<file path="src/rtl/board_pkg.sv">
// Shared constants, types and helpers for the 6x6 card-board game controller.
package board_pkg;

  localparam int unsigned N_CARDS = 36;
  localparam int unsigned ROWS    = 6;
  localparam int unsigned COLS    = 6;
  localparam int unsigned N_PAIRS = 18;
  localparam int unsigned TYPE_W  = 4;
  localparam int unsigned IDX_W   = 6;
  localparam int unsigned PAIRS_W = 5;

  typedef logic [IDX_W-1:0]   idx_t;
  typedef logic [TYPE_W-1:0]  type_t;
  typedef logic [N_CARDS-1:0] board_t;

  typedef enum logic [2:0] {
    StIdle,
    StOne,
    StFetchA,
    StFetchB,
    StCompare,
    StHold
  } state_e;

  // One-hot board vector with only the given card's bit set.
  function automatic board_t card_bit(input idx_t idx);
    return board_t'(1) << idx;
  endfunction

endpackage

</file>
<file path="src/rtl/board_cursor.sv">
// Cursor register kept as row/column pair; moves wrap within their own axis.
module board_cursor
  import board_pkg::*;
#(
  parameter int unsigned CURSOR_INIT = 0
) (
  input  logic clk100_in,
  input  logic rst,
  input  logic i_en,
  input  logic i_up,
  input  logic i_down,
  input  logic i_left,
  input  logic i_right,
  output idx_t o_cursor
);

  localparam logic [2:0] RowInit = 3'(CURSOR_INIT / COLS);
  localparam logic [2:0] ColInit = 3'(CURSOR_INIT % COLS);
  localparam logic [2:0] RowLim  = 3'(ROWS);
  localparam logic [2:0] ColLim  = 3'(COLS);

  logic [2:0] r_row;
  logic [2:0] r_col;
  logic [2:0] w_row_d;
  logic [2:0] w_col_d;

  function automatic logic [2:0] step_wrap(input logic [2:0] v, input logic [2:0] lim,
                                           input logic inc);
    if (inc) begin
      return (v == lim - 3'd1) ? 3'd0 : v + 3'd1;
    end
    return (v == 3'd0) ? lim - 3'd1 : v - 3'd1;
  endfunction

  // Up > down > left > right; only one move per cycle.
  always_comb begin
    w_row_d = r_row;
    w_col_d = r_col;
    if (i_en) begin
      if (i_up) begin
        w_row_d = step_wrap(r_row, RowLim, 1'b0);
      end else if (i_down) begin
        w_row_d = step_wrap(r_row, RowLim, 1'b1);
      end else if (i_left) begin
        w_col_d = step_wrap(r_col, ColLim, 1'b0);
      end else if (i_right) begin
        w_col_d = step_wrap(r_col, ColLim, 1'b1);
      end
    end
  end

  always_ff @(posedge clk100_in) begin
    if (rst) begin
      r_row <= RowInit;
      r_col <= ColInit;
    end else begin
      r_row <= w_row_d;
      r_col <= w_col_d;
    end
  end

  assign o_cursor = idx_t'(r_row) * idx_t'(COLS) + idx_t'(r_col);

endmodule

</file>
<file path="src/rtl/board_ctrl.sv">
// Game-state controller: cursor moves, card selection, pair check against the
// registered card-type memory, and the hidden/blink/select buses for display.
module board_ctrl
  import board_pkg::*;
#(
  parameter int unsigned MISMATCH_HOLD = 50_000_000,
  parameter int unsigned CURSOR_INIT   = 0
) (
  input  logic                 clk100_in,
  input  logic                 rst,
  input  logic                 btn_up,
  input  logic                 btn_down,
  input  logic                 btn_left,
  input  logic                 btn_right,
  input  logic                 btn_sel,
  output logic [IDX_W-1:0]     type_addr,
  input  logic [TYPE_W-1:0]    type_data,
  output logic [N_CARDS-1:0]   hidden_bus,
  output logic [N_CARDS-1:0]   blink_bus,
  output logic [N_CARDS-1:0]   sel_bus,
  output logic [IDX_W-1:0]     cursor,
  output logic [PAIRS_W-1:0]   pairs_left,
  output logic                 busy,
  output logic                 done
);

  localparam int unsigned HoldW = (MISMATCH_HOLD > 1) ? $clog2(MISMATCH_HOLD) : 1;
  localparam logic [HoldW-1:0] HoldLoad = HoldW'(MISMATCH_HOLD - 1);

  state_e             r_state;
  state_e             w_state_d;
  idx_t               r_a;
  idx_t               r_b;
  type_t              r_type_a;
  idx_t               r_type_addr;
  board_t             r_hidden;
  board_t             r_sel;
  logic [PAIRS_W-1:0] r_pairs;
  logic [HoldW-1:0]   r_hold;
  logic               r_done;

  idx_t   w_cursor;
  board_t w_cur_bit;
  board_t w_pair_bits;
  logic   w_cur_hidden;
  logic   w_accept;
  logic   w_sel_ok;
  logic   w_match;
  logic   w_hold_zero;

  logic   w_busy;
  logic   w_take_a;
  logic   w_drop_a;
  logic   w_take_b;
  logic   w_addr_b;
  logic   w_cap_a;
  logic   w_pair_hit;
  logic   w_hold_load;
  logic   w_hold_dec;
  logic   w_pair_clear;

  assign w_cur_bit    = card_bit(w_cursor);
  assign w_pair_bits  = card_bit(r_a) | card_bit(r_b);
  assign w_cur_hidden = |(r_hidden & w_cur_bit);
  assign w_sel_ok     = w_accept & btn_sel & ~w_cur_hidden;
  assign w_match      = (type_data == r_type_a);
  assign w_hold_zero  = (r_hold == '0);

  // Selection outranks every move, so the cursor is frozen on a select cycle.
  board_cursor #(
    .CURSOR_INIT (CURSOR_INIT)
  ) u_cursor (
    .clk100_in (clk100_in),
    .rst       (rst),
    .i_en      (w_accept & ~btn_sel),
    .i_up      (btn_up),
    .i_down    (btn_down),
    .i_left    (btn_left),
    .i_right   (btn_right),
    .o_cursor  (w_cursor)
  );

  always_ff @(posedge clk100_in) begin
    if (rst) begin
      r_state <= StIdle;
    end else begin
      r_state <= w_state_d;
    end
  end

  always_comb begin
    w_state_d = r_state;
    unique case (r_state)
      StIdle: begin
        if (w_sel_ok) w_state_d = StOne;
      end
      StOne: begin
        if (w_sel_ok) w_state_d = (w_cursor == r_a) ? StIdle : StFetchA;
      end
      StFetchA:  w_state_d = StFetchB;
      StFetchB:  w_state_d = StCompare;
      StCompare: w_state_d = w_match ? StIdle : StHold;
      StHold: begin
        if (w_hold_zero) w_state_d = StIdle;
      end
      default:   w_state_d = StIdle;
    endcase
  end

  always_comb begin
    w_busy       = 1'b0;
    w_accept     = 1'b0;
    w_take_a     = 1'b0;
    w_drop_a     = 1'b0;
    w_take_b     = 1'b0;
    w_addr_b     = 1'b0;
    w_cap_a      = 1'b0;
    w_pair_hit   = 1'b0;
    w_hold_load  = 1'b0;
    w_hold_dec   = 1'b0;
    w_pair_clear = 1'b0;
    unique case (r_state)
      StIdle: begin
        w_accept = ~r_done;
        w_take_a = w_sel_ok;
      end
      StOne: begin
        w_accept = ~r_done;
        w_drop_a = w_sel_ok & (w_cursor == r_a);
        w_take_b = w_sel_ok & (w_cursor != r_a);
      end
      StFetchA: begin
        w_busy   = 1'b1;
        w_addr_b = 1'b1;
      end
      StFetchB: begin
        w_busy  = 1'b1;
        w_cap_a = 1'b1;
      end
      StCompare: begin
        w_busy      = 1'b1;
        w_pair_hit  = w_match;
        w_hold_load = ~w_match;
      end
      StHold: begin
        w_busy       = 1'b1;
        w_hold_dec   = ~w_hold_zero;
        w_pair_clear = w_hold_zero;
      end
      default: begin
        w_busy = 1'b0;
      end
    endcase
  end

  always_ff @(posedge clk100_in) begin
    if (rst) begin
      r_a         <= '0;
      r_b         <= '0;
      r_type_a    <= '0;
      r_type_addr <= '0;
      r_hidden    <= '0;
      r_sel       <= '0;
      r_pairs     <= PAIRS_W'(N_PAIRS);
      r_hold      <= '0;
      r_done      <= 1'b0;
    end else begin
      if (w_take_a) begin
        r_a   <= w_cursor;
        r_sel <= r_sel | w_cur_bit;
      end
      if (w_drop_a) begin
        r_sel <= r_sel & ~w_cur_bit;
      end
      // The A address goes out together with B's selection so the fetch pipeline
      // lines up with the one-cycle memory latency.
      if (w_take_b) begin
        r_b         <= w_cursor;
        r_sel       <= r_sel | w_cur_bit;
        r_type_addr <= r_a;
      end
      if (w_addr_b) begin
        r_type_addr <= r_b;
      end
      if (w_cap_a) begin
        r_type_a <= type_data;
      end
      if (w_pair_hit) begin
        r_hidden <= r_hidden | w_pair_bits;
        r_sel    <= r_sel & ~w_pair_bits;
        if (r_pairs != '0) begin
          r_pairs <= r_pairs - PAIRS_W'(1);
        end
        if (r_pairs <= PAIRS_W'(1)) begin
          r_done <= 1'b1;
        end
      end
      if (w_hold_load) begin
        r_hold <= HoldLoad;
      end else if (w_hold_dec) begin
        r_hold <= r_hold - HoldW'(1);
      end
      if (w_pair_clear) begin
        r_sel <= r_sel & ~w_pair_bits;
      end
    end
  end

  assign type_addr  = r_type_addr;
  assign hidden_bus = r_hidden;
  assign blink_bus  = w_cur_bit;
  assign sel_bus    = r_sel;
  assign cursor     = w_cursor;
  assign pairs_left = r_pairs;
  assign busy       = w_busy;
  assign done       = r_done;

endmodule

</file>
<file path="config.mk">
export PLATFORM = sky130hd
export DESIGN_NAME = board_ctrl
export DESIGN_NICKNAME = d
export VERILOG_FILES = /design/src/rtl/board_pkg.sv /design/src/rtl/board_cursor.sv /design/src/rtl/board_ctrl.sv
export SDC_FILE = /design/constraint.sdc
export NUM_CORES = 1
export LEC_CHECK = 0
export CAP_MARGIN = 20
export CORE_AREA = 10 10 120 132
export CTS_BUF_LIST = sky130_fd_sc_hd__clkbuf_8
export CTS_CLUSTER_DIAMETER = 60
export CTS_CLUSTER_SIZE = 12
export DETAILED_ROUTE_END_ITERATION = 8
export DIE_AREA = 0 0 130 142
export GPL_TIMING_DRIVEN = 1
export PLACE_DENSITY = 0.84
export SYNTH_ARGS = -nofsm -noshare
export SYNTH_HDL_FRONTEND = slang
export SYNTH_SLANG_ARGS = --single-unit
export TNS_END_PERCENT = 20
</file>
<file path="constraint.sdc">
create_clock -name clk100_in -period 11.45 [get_ports clk100_in]
set_clock_uncertainty 0.1 [all_clocks]
set_input_delay 2.29 -clock clk100_in [delete_from_list [all_inputs] [get_ports clk100_in]]
set_output_delay 2.29 -clock clk100_in [all_outputs]
set_load 0.03 [all_outputs]
</file>
==> results.md <==
* Critical path cell sequence: inv_1 > fa_1 > xnor2_2 > nor3_2 > nor2_4 > inv_2 > nand2_1 > nor3_1 > clkdlybuf4s50_1
* Seq/Total Area, Yosys at 0.362
* WP data required at 9.06 ns
* Row count at 44
* Port Buffers at 137
* GRT overflow at 0
* Flop-to-flop setup slack at 5.90 ns
* Util after Layout at 0.702
* Commonest non-fill, non-tap cell in the layout: nor2_1
* Fin. Hold Viols at 0
* Hold Crit Depth at 2
* Final nets at 1065
* Clk buf depth at 2
* Post-placement cell count at 1182
* Most frequent cells in the layout: nor2_1, clkdlybuf4s50_1, dfxtp_1
* Part of the cycle the worst path needs at 0.586
* Initial antenna violation count at 0
* Critical path class: flop to output pin
* Tmin final at 6.71 ns
* Ys async rst share at 0
* CTS tree: done
* Die Wd at 130 um
* CTS Sinks at 135
* Setup_tns at 0 ns
* Clk root buf: clkbuf_8
* Post-Syn Instances at 946
* Max-slew violation count at 0
* # setup viols final at 0
* Vias per std cell at 6.39
* Vias in the first global route at 7168
* Fraction of layout instances using a drive strength above 1 at 0.0798
* Yosys cell types at 71
* First-pass GRT wire length at 40.6 mm
* Worst hold path type: flop to flop
* Delay-heaviest family, CP: simple AND/OR/NAND/NOR gates
* Cts hold-fix bufs at 0
* Max transition margin at 0.204
* Die area at 18500 um2
* Reg2reg start: u_cursor.r_row[2]
* Wire length per cell at 21.6 um
* Die Ht at 142 um
* Unrepaired setup endpoints after global routing: no
* CP Buf/Inv Count at 3
* Area Overhead vs Synth at 23.4%
* GRT Util Overall at 0.278
* Post-CTS setup buffers at 0
* Final wirelength at 26.2 mm
* FF-to-FF End: type_addr[3]
* Slew @ Worst Pin at 1.19 ns
* Top Ports at 138
* Post-synth EDFFs at 0
* Initial Utilization at 0.569
* Leak Pwr at 0.00323 uW
* VDD IR-drop max at 0.0000972 V
* Crit-path max cell delay at 0.75 ns
* Cell Pwr Density at 146 nW/um2
* Final ANT Viol Nets at 0
* DR pass1 iterations at 6
* Maxcap violations at 0
* H-tree Lvls at 4
* Final GP Congestion at 1.03
* CP Capture Type: output pin
* Startpoint Class: flop
* Clk slew on worst S/H paths at 0.09 ns
* Non-Filler Instances at 1214
* Gates resized, CTS repair at 0
* DRC viols at 0
* Flops & latches, synth at 135
* Crit path arrival time at 4.32 ns
* Largest net degree at the start of global routing at 65
* Critical-path top delay cell: clkdlybuf4s50_1
* Cell Area, Synth at 7460 um2
* Initial detailed-routing violation count at 1050
* Max Freq at 149 MHz
* Hpwl dp at 18.9 mm
* R2R cell count at 12
* Diode count at 0
* Outcome: finished, final reports clean
* Ys Warns at 0
* Clock latency on the worst-skew pair at 0.47 ns
* Total CTS buffers at 17
* Core area at 13100 um2
* Post-Syn Area per Cell at 7.88 um2
* Synthesized Nets at 971
* Critical path peak fanout at 16
* Top_reg_cell synth: dfxtp_1
* Vias at 7753
-- per-layer routing --
layer / vias to the layer above / wire length (um) / share of wire / track usage
li1: 3591 / - / - / -
met1: 3647 / 10300 / 0.39 / 0.343
met2: 441 / 12300 / 0.47 / 0.444
met3: 74 / 2680 / 0.10 / 0.0757
met4: 0 / 916 / 0.035 / 0.121
met5: - / 0 / 0 / 0
-- worst max-delay path by stage --
stage | from | to | slack (ns) | depth (start not counted)
global placement | u_cursor.r_row[1] | blink_bus[4] | 5.41 | 9
finish | u_cursor.r_row[2] | blink_bus[20] | 4.74 | 9
CTS | u_cursor.r_row[2] | blink_bus[20] | 4.79 | 9
floorplan | u_cursor.r_row[1] | blink_bus[9] | 5.93 | 9
detailed placement | u_cursor.r_row[2] | blink_bus[20] | 5.31 | 9
global route | u_cursor.r_row[2] | blink_bus[20] | 4.47 | 9
-- through the flow --
step	setup WS [ns]	hold WS (ns)	power [uW]	cell area, um2
after floorplan	5.93	0.343	805	7460
after global placement	5.41	0.354	912	8780
after detailed placement	5.31	0.356	914	8780
after CTS	4.79	0.372	1340	9200
after global routing	4.47	0.388	1400	9200
final	4.74	0.376	1350	9200
-- report_power, final --
part / internal [uW] / switching [uW]
clock: 220 / 209
sequential: 487 / 24.1
combinational: 127 / 280
-- Yosys cell counts, drive strengths merged (4+ instances only) --
cell type,instances,share of area
o211ai,14,0.021
nand4,7,0.0059
nand3,27,0.018
xnor2,20,0.025
dfxtp,135,0.36
nor2b,11,0.0092
o22ai,56,0.047
ha,12,0.020
o32ai,9,0.017
nor2,149,0.078
nand3b,4,0.0040
mux2i,20,0.027
xor2,16,0.020
o21ai,34,0.023
clkbuf,53,0.027
nor3,23,0.016
nand2b,12,0.011
o311ai,5,0.0059
o31ai,11,0.011
inv,24,0.012
mux2,5,0.0081
buf,16,0.014
and3,7,0.0059
a22oi,23,0.023
a21oi,89,0.060
nand2,84,0.042
or3,13,0.011
a211oi,13,0.013
or2,8,0.0067
-- area by class of cell --
type | count | area [um2]
clock buffer | 17 | 234
clock inverter | 15 | 190
fill | 1073 | 3900
inverter | 25 | 93.8
multi-input combinational | 717 | 4360
sequential | 135 | 2700
tap | 161 | 201
timing repair buffer | 144 | 1420
-- logic make-up after synthesis --
kind of cell / synth area share
simple gates: 0.223
compound gates: 0.253
flops: 0.362
buf+inv: 0.0535
xor+xnor: 0.0483
mux: 0.0349
fa+ha+maj: 0.0255
-- tightest hold or removal path, cell delays in order, from the launching register on --
cell and delay (ns):
dfxtp_1 0.32, nand2_1 0.05, o21ai_1 0.06
No activity file was read; power rests on OpenSTA's default activity.
